File: src/rtl/alsu_mc.sv
// alsu_mc: multi-cycle ALSU with valid/ready handshakes on both sides.
// Legal MUL runs WIDTH shift-add steps. Every other op resolves in one EXEC cycle.
// Illegal ops return out=0 and err=1, and the leds blink until the next legal op.
// Optional feature: define ALSU_PARITY_EN to add out_par (= ^out, registered with out).
module alsu_mc #(
    parameter int    WIDTH          = 3,
    parameter string INPUT_PRIORITY = "A",
    parameter string FULL_ADDER     = "ON",
    parameter int    BLINK_DIV      = 4
) (
    input  logic                 clk,
    input  logic                 rst,
    input  logic                 in_valid,
    output logic                 in_ready,
    input  logic [WIDTH-1:0]     A,
    input  logic [WIDTH-1:0]     B,
    input  logic [2:0]           opcode,
    input  logic                 cin,
    input  logic                 serial_in,
    input  logic                 red_op_A,
    input  logic                 red_op_B,
    input  logic                 bypass_A,
    input  logic                 bypass_B,
    input  logic                 direction,
    output logic                 out_valid,
    input  logic                 out_ready,
    output logic [2*WIDTH-1:0]   out,
    output logic                 err,
`ifdef ALSU_PARITY_EN
    output logic                 out_par,
`endif
    output logic [15:0]          leds
);
    localparam int OW = 2 * WIDTH;
    localparam int CW = (WIDTH > 1) ? $clog2(WIDTH) : 1;
    localparam int BW = (BLINK_DIV > 1) ? $clog2(BLINK_DIV) : 1;
    localparam logic [CW-1:0] M_LAST = CW'(WIDTH - 1);
    localparam logic [BW-1:0] B_LAST = BW'(BLINK_DIV - 1);
    localparam logic PRI_A = (INPUT_PRIORITY == "A");
    localparam logic FA_ON = (FULL_ADDER == "ON");

    typedef enum logic [1:0] {S_IDLE, S_EXEC, S_MUL, S_RESP} state_t;

    state_t           r_state;
    logic             r_in_ready, r_out_valid, r_err;
    logic [OW-1:0]    r_out, r_acc, r_mpl;
    logic [15:0]      r_leds;
    logic [BW-1:0]    r_bcnt;
    logic [CW-1:0]    r_mcnt;
    logic [WIDTH-1:0] r_a, r_b;
    logic [2:0]       r_op;
    logic             r_cin, r_sin, r_dir, r_red_a, r_red_b, r_byp_a, r_byp_b;
`ifdef ALSU_PARITY_EN
    logic             r_par;
`endif

    logic             w_in_byp, w_in_ill, w_in_legal, w_in_mul;
    logic             w_byp_a, w_byp_b, w_illegal, w_sel_a, w_sel_b;
    logic [WIDTH:0]   w_sum;
    logic [OW-1:0]    w_res, w_mul_next, w_a_ext;

    // Classification of the incoming bundle, used only at accept time
    assign w_in_byp   = bypass_A | bypass_B;
    assign w_in_ill   = (opcode[2:1] == 2'b11) | ((red_op_A | red_op_B) & (opcode[2:1] != 2'b00));
    assign w_in_legal = w_in_byp | ~w_in_ill;
    assign w_in_mul   = ~w_in_byp & ~w_in_ill & (opcode == 3'b011);
    assign w_a_ext    = {{WIDTH{1'b0}}, A};

    // Decisions on the latched bundle
    assign w_byp_a    = r_byp_a & (~r_byp_b | PRI_A);
    assign w_byp_b    = r_byp_b & ~w_byp_a;
    assign w_illegal  = (r_op[2:1] == 2'b11) | ((r_red_a | r_red_b) & (r_op[2:1] != 2'b00));
    assign w_sel_a    = r_red_a & (~r_red_b | PRI_A);
    assign w_sel_b    = r_red_b & ~w_sel_a;
    assign w_sum      = {1'b0, r_a} + {1'b0, r_b} + {{WIDTH{1'b0}}, r_cin & FA_ON};
    assign w_mul_next = r_acc + (r_b[0] ? r_mpl : '0);

    // Single-cycle result for the EXEC path; SHIFT/ROTATE chain off the held out value
    always_comb begin
        w_res = '0;
        if (w_byp_a)
            w_res[WIDTH-1:0] = r_a;
        else if (w_byp_b)
            w_res[WIDTH-1:0] = r_b;
        else if (!w_illegal) begin
            case (r_op)
                3'b000: begin
                    if (w_sel_a)      w_res[0] = |r_a;
                    else if (w_sel_b) w_res[0] = |r_b;
                    else              w_res[WIDTH-1:0] = r_a | r_b;
                end
                3'b001: begin
                    if (w_sel_a)      w_res[0] = ^r_a;
                    else if (w_sel_b) w_res[0] = ^r_b;
                    else              w_res[WIDTH-1:0] = r_a ^ r_b;
                end
                3'b010:  w_res[WIDTH:0] = w_sum;
                3'b100:  w_res = r_dir ? {r_out[OW-2:0], r_sin} : {r_sin, r_out[OW-1:1]};
                3'b101:  w_res = r_dir ? {r_out[OW-2:0], r_out[OW-1]} : {r_out[0], r_out[OW-1:1]};
                default: w_res = '0;
            endcase
        end
    end

    // Control FSM, result register and led blinker
    always_ff @(posedge clk or negedge rst) begin
        if (!rst) begin
            r_state     <= S_IDLE;
            r_in_ready  <= 1'b1;
            r_out_valid <= 1'b0;
            r_out       <= '0;
            r_err       <= 1'b0;
            r_leds      <= '0;
            r_bcnt      <= '0;
            r_mcnt      <= '0;
            r_acc       <= '0;
            r_mpl       <= '0;
            r_a         <= '0;
            r_b         <= '0;
            r_op        <= '0;
            {r_cin, r_sin, r_dir, r_red_a, r_red_b, r_byp_a, r_byp_b} <= '0;
`ifdef ALSU_PARITY_EN
            r_par       <= 1'b0;
`endif
        end else begin
            // Blink runs whenever err is held; state actions below may override it
            if (r_err) begin
                if (r_bcnt == B_LAST) begin
                    r_bcnt <= '0;
                    r_leds <= ~r_leds;
                end else begin
                    r_bcnt <= r_bcnt + 1'b1;
                end
            end
            case (r_state)
                S_IDLE: if (in_valid) begin
                    r_a        <= A;
                    r_b        <= B;
                    r_op       <= opcode;
                    {r_cin, r_sin, r_dir} <= {cin, serial_in, direction};
                    {r_red_a, r_red_b, r_byp_a, r_byp_b} <= {red_op_A, red_op_B, bypass_A, bypass_B};
                    r_acc      <= '0;
                    r_mpl      <= w_a_ext;
                    r_mcnt     <= '0;
                    r_in_ready <= 1'b0;
                    if (w_in_legal) begin
                        r_err  <= 1'b0;
                        r_leds <= '0;
                        r_bcnt <= '0;
                    end
                    r_state    <= w_in_mul ? S_MUL : S_EXEC;
                end
                S_EXEC: begin
                    r_out       <= w_res;
`ifdef ALSU_PARITY_EN
                    r_par       <= ^w_res;
`endif
                    if (w_illegal && !(r_byp_a || r_byp_b)) begin
                        r_err  <= 1'b1;
                        r_bcnt <= '0;
                    end
                    r_out_valid <= 1'b1;
                    r_state     <= S_RESP;
                end
                S_MUL: begin
                    // B is consumed LSB-first while the multiplicand walks left
                    r_acc  <= w_mul_next;
                    r_b    <= r_b >> 1;
                    r_mpl  <= r_mpl << 1;
                    r_mcnt <= r_mcnt + 1'b1;
                    if (r_mcnt == M_LAST) begin
                        r_out       <= w_mul_next;
`ifdef ALSU_PARITY_EN
                        r_par       <= ^w_mul_next;
`endif
                        r_out_valid <= 1'b1;
                        r_state     <= S_RESP;
                    end
                end
                S_RESP: if (out_ready) begin
                    r_out_valid <= 1'b0;
                    r_in_ready  <= 1'b1;
                    r_state     <= S_IDLE;
                end
                default: r_state <= S_IDLE;
            endcase
        end
    end

    assign in_ready  = r_in_ready;
    assign out_valid = r_out_valid;
    assign out       = r_out;
    assign err       = r_err;
    assign leds      = r_leds;
`ifdef ALSU_PARITY_EN
    assign out_par   = r_par;
`endif
endmodule

File: config.mk
export PLATFORM = sky130hd
export DESIGN_NAME = alsu_mc
export DESIGN_NICKNAME = d
export VERILOG_FILES = /design/src/rtl/alsu_mc.sv
export SDC_FILE = /design/constraint.sdc
export NUM_CORES = 1
export LEC_CHECK = 0
export ABC_AREA = 1
export BUFFER_PORTS_ARGS = -buffer_cell sky130_fd_sc_hd__buf_2
export CORE_MARGIN = 2
export CORE_UTILIZATION = 26
export DETAILED_ROUTE_END_ITERATION = 16
export GPL_TIMING_DRIVEN = 0
export PLACE_DENSITY = 0.44
export SLEW_MARGIN = 5
export SYNTH_ARGS = -nofsm -noshare
export SYNTH_HDL_FRONTEND = slang
export SYNTH_SLANG_ARGS = --single-unit
File: constraint.sdc
create_clock -name clk -period 1.8 [get_ports clk]
set_clock_uncertainty 0.1 [all_clocks]
set_input_delay 0.27 -clock clk [delete_from_list [all_inputs] [get_ports clk]]
set_output_delay 0.27 -clock clk [all_outputs]
set_load 0.01 [all_outputs]
==> run summary <==
- **HPWL after detailed placement** 6.48 mm
- **FILL cells** 1347
- **Global Route Usage Sum** 13.5%
- **port bufs** 44
- **CP Capture Type** flop
- **parity-gate share of the synthesized area counting xor and xnor cells** 4.91%
- **dominant combinational cell family by area after synthesis** simple AND/OR/NAND/NOR gates
- **remaining antenna violation count** 0
- **number of rows in the core area** 41
- **clock buffer count from CTS** 9
- **vias in the first global route** 2874
- **Max Slew Vio Count** 0
- **leakage component of the power** 2.21 nW
- **length of the first detailed-routing pass in iterations** 4
- **start point of the critical path** r_b[0]
- **Iteration-0 DRC Markers** 151
- **max-capacitance violation count** 0
- **number of warnings reported in the yosys synthesis log** 0
- **number of setup violations in the final report** 9
- **predominant post-synthesis flop cell** dfrtp_1
- **top cells by area, synth** dfrtp_1 43%, nand2_1 9.9%, ha_1 6.6%
- **failing checks** negative setup slack
- **worst-case clock buffer depth** 2
- **post-detailed-placement cell area** 3840 um^2
- **share of synthesized area spent on multiplexers** 0%
- **post-synthesis average cell area** 8.16 um^2
- **Cell Pwr Density** 1980 nW/um^2
- **Worst-path clk slew** 60 ps
- **Die Area** 14000 um^2
- **area of the core region** 12700 um^2
- **post-DR wirelength/cell** 13.4 um
- **unique cell type count in the Yosys netlist** 37
- **Max transition margin** 47.0%
- **highest achievable clock rate** 0.519 GHz
- **category of the worst setup path launch point** flop
- **series of cell instances along the critical path** buf_4 -> buf_4 -> nand2_1 -> inv_2 -> ha_4 -> nand2_1 -> inv_1 -> nand4_1 -> a31o_2 -> nand3_2 -> a22oi_1
- **mean number of vias per cell** 4.41
- **final wirelength** 8.85 mm
- **post-route fraction of the period consumed by the critical path** 107%
- **fin util** 35.0%
- **post-synthesis sequential area ratio** 43.6%
- **pin count of the biggest net entering global routing** 60
- **drt drc** 0
- **area added between synthesis and finish** 31.0%
- **worst-path maximum fanout** 5
- **source of the worst hold timing path** cin
- **final critical delay including setup and external delays** 1930 ps
- **most common cell after layout, fill and taps aside** nand2_1
- **most frequent cells in the layout** 87 x nand2_1, 57 x dfrtp_1, 50 x nor2_1
- **post-layout worst setup margin** -128 ps
- **number of nets at the end of the flow** 526
- **wire length of the first global-routing pass** 14.6 mm
- **Clock H-tree levels** 3
- **Final Wtd Congestion** 0.810
- **share of the synthesized area in the top cell type** 42.9%
- **RSZ-0062 raised after global routing** yes
- **area fraction in and, or, nand and nor cells after synthesis** 21.5%
- **CP Data Arrival Time** 2050 ps
- **number of instances in the synthesized netlist** 415
- **chip width** 118 um
- **type of the worst min-delay path** in2reg
- **Congestion Overflow GR** 0
- **IO Pins** 45
- **cell at the root of the clock tree** clkbuf_16
- **synthesized net count** 456
- **number of hold-slack violations in the final timing report** 0
- **critical path data required time** 1920 ps
- **CTS tree** done
- **post-synthesis instance area** 3390 um^2
- **peak supply drop** 0.000651 V
- **number of antenna repair diodes** 0
- **Synth Area in Compound Gates** 13.5%
- **Vias** 2920
- **number of antenna violations at the first check in global routing** 0
- **post-route standard cell area excluding fillers** 4440 um^2
- **CP Buf/Inv Count** 4
- **count of flip-flops with a built-in enable after synthesis** 0
- **status** finished with violations
- **share of layout cells above drive strength 1** 28.2%
- **maximum single-stage delay on the critical path** 440 ps
- **Async SR Flop Fraction** 100%
- **Yosys reg bits** 59
- **number of sinks on the clock net** 59
- **largest area contributor in the netlist** dfrtp_1
- **cell type of the slowest stage on the worst timing path** dfrtp_2
- **post-synthesis share of cell area spent on full adders, half adders and majority gates** 8.42%
- **Initial Util** 26.7%
- **clock latency on the worst-skew pair** 340 ps
- **startpoint of the lowest-slack register-to-register path** r_b[0]
- **kind of critical path** reg2reg
- **Tightest Pin Transition** 795 ps
- **Crit path max-delay family** flip-flops
- **die height** 118 um
## repair_timing
item                                    in CTS  in global routing
endpoints found under the setup margin      47                 41
gates cloned                                 0                  0
setup buffers                                6                  9
endpoints found under the hold margin       58                  0
hold buffers                                 1                  0
resized for setup                           14                 30
pin swaps                                    1                  6
## cell usage after synthesis, types with 5 or more instances
master     n
nand3_1   11
a21oi_1   15
ha_1      18
nand2_1   89
inv_2      8
inv_1     51
o21ai_0   26
dfrtp_1   58
xor2_1    19
o22ai_1    9
buf_2      6
o211ai_1   5
nor2_1    51
o21ai_1    9
## report_power, final
part,internal [mW],switching (mW),leakage [nW]
clock network,1.25,0.661,0.155
registers,1.95,0.491,0.758
logic,1.85,2.59,1.29
total,5.05,3.75,2.21
## per-stage QoR
| step | hold WS (ps) | cells | setup slack, ps | total power [mW] | setup TNS, ps |
|---|---|---|---|---|---|
| floorplan | -126 | 415 | -9.80 | 5.19 | -22.8 |
| global placement | 369 | 631 | -230 | 6.31 | -6990 |
| detailed placement | 309 | 631 | -231 | 6.34 | -6440 |
| CTS | 27.0 | 653 | -142 | 8.53 | -834 |
| global route | 44.0 | 662 | -247 | 9.61 | -1820 |
| finish | 49.4 | 662 | -128 | 8.79 | -928 |
## worst paths after layout
kind	cells past startpoint	slack, ps	end
worst max register to register	11	-130	out[5]
worst max-delay path	11	-130	out[5]
max in group asynchronous	2	550	r_b[0]
worst min-delay path	3	50	r_cin
min in group asynchronous	2	460	leds[6]
worst min register to register	2	390	in_ready
## worst reg2reg max path: stages, from the launching register on
cell     delay (ps)
dfrtp_2         440
buf_4           160
buf_4           130
nand2_1          70
inv_2            50
ha_4            260
nand2_1          50
inv_1            60
nand4_1         110
a31o_2          230
nand3_2          90
a22oi_1          70
## cells by family (layout without fill, tap and decap cells)
| group | after synthesis | count (layout) |
|---|---|---|
| XOR/XNOR | 19 | 19 |
| flip-flops | 59 | 59 |
| AO/OA/AOI/OAI | 77 | 77 |
| AND/OR/NAND/NOR | 170 | 170 |
| buffers and inverters | 69 | 144 |
| adder cells (fa/ha/maj) | 21 | 21 |
## layout make-up
| type | instances | area, um^2 | share of cell area, % |
|---|---|---|---|
| plain buffers | 8 | 60.1 | 1.35 |
| clock buffers | 10 | 239 | 5.39 |
| clock inverters | 6 | 88.8 | 2.00 |
| inverters | 60 | 238 | 5.36 |
| multi-input cells | 287 | 1760 | 39.7 |
| flip-flops and latches | 59 | 1480 | 33.3 |
| well taps | 172 | 215 | 4.85 |
| repair buffers | 60 | 357 | 8.04 |
## registers in the layout, indices dropped and copies added (netlist names), 3 cells and up
name,cells
r_acc,6
r_op,3
r_a,3
out,6
r_b,3
r_mpl,6
leds,16
## layer usage
layer	track usage, %	up-vias	wire length, um
li1	-	1475	-
met1	17.2	1379	4120
met2	21.6	54	4160
met3	4.63	12	447
met4	4.29	0	126
met5	0	-	0
No activity file was read; power rests on OpenSTA's default activity.
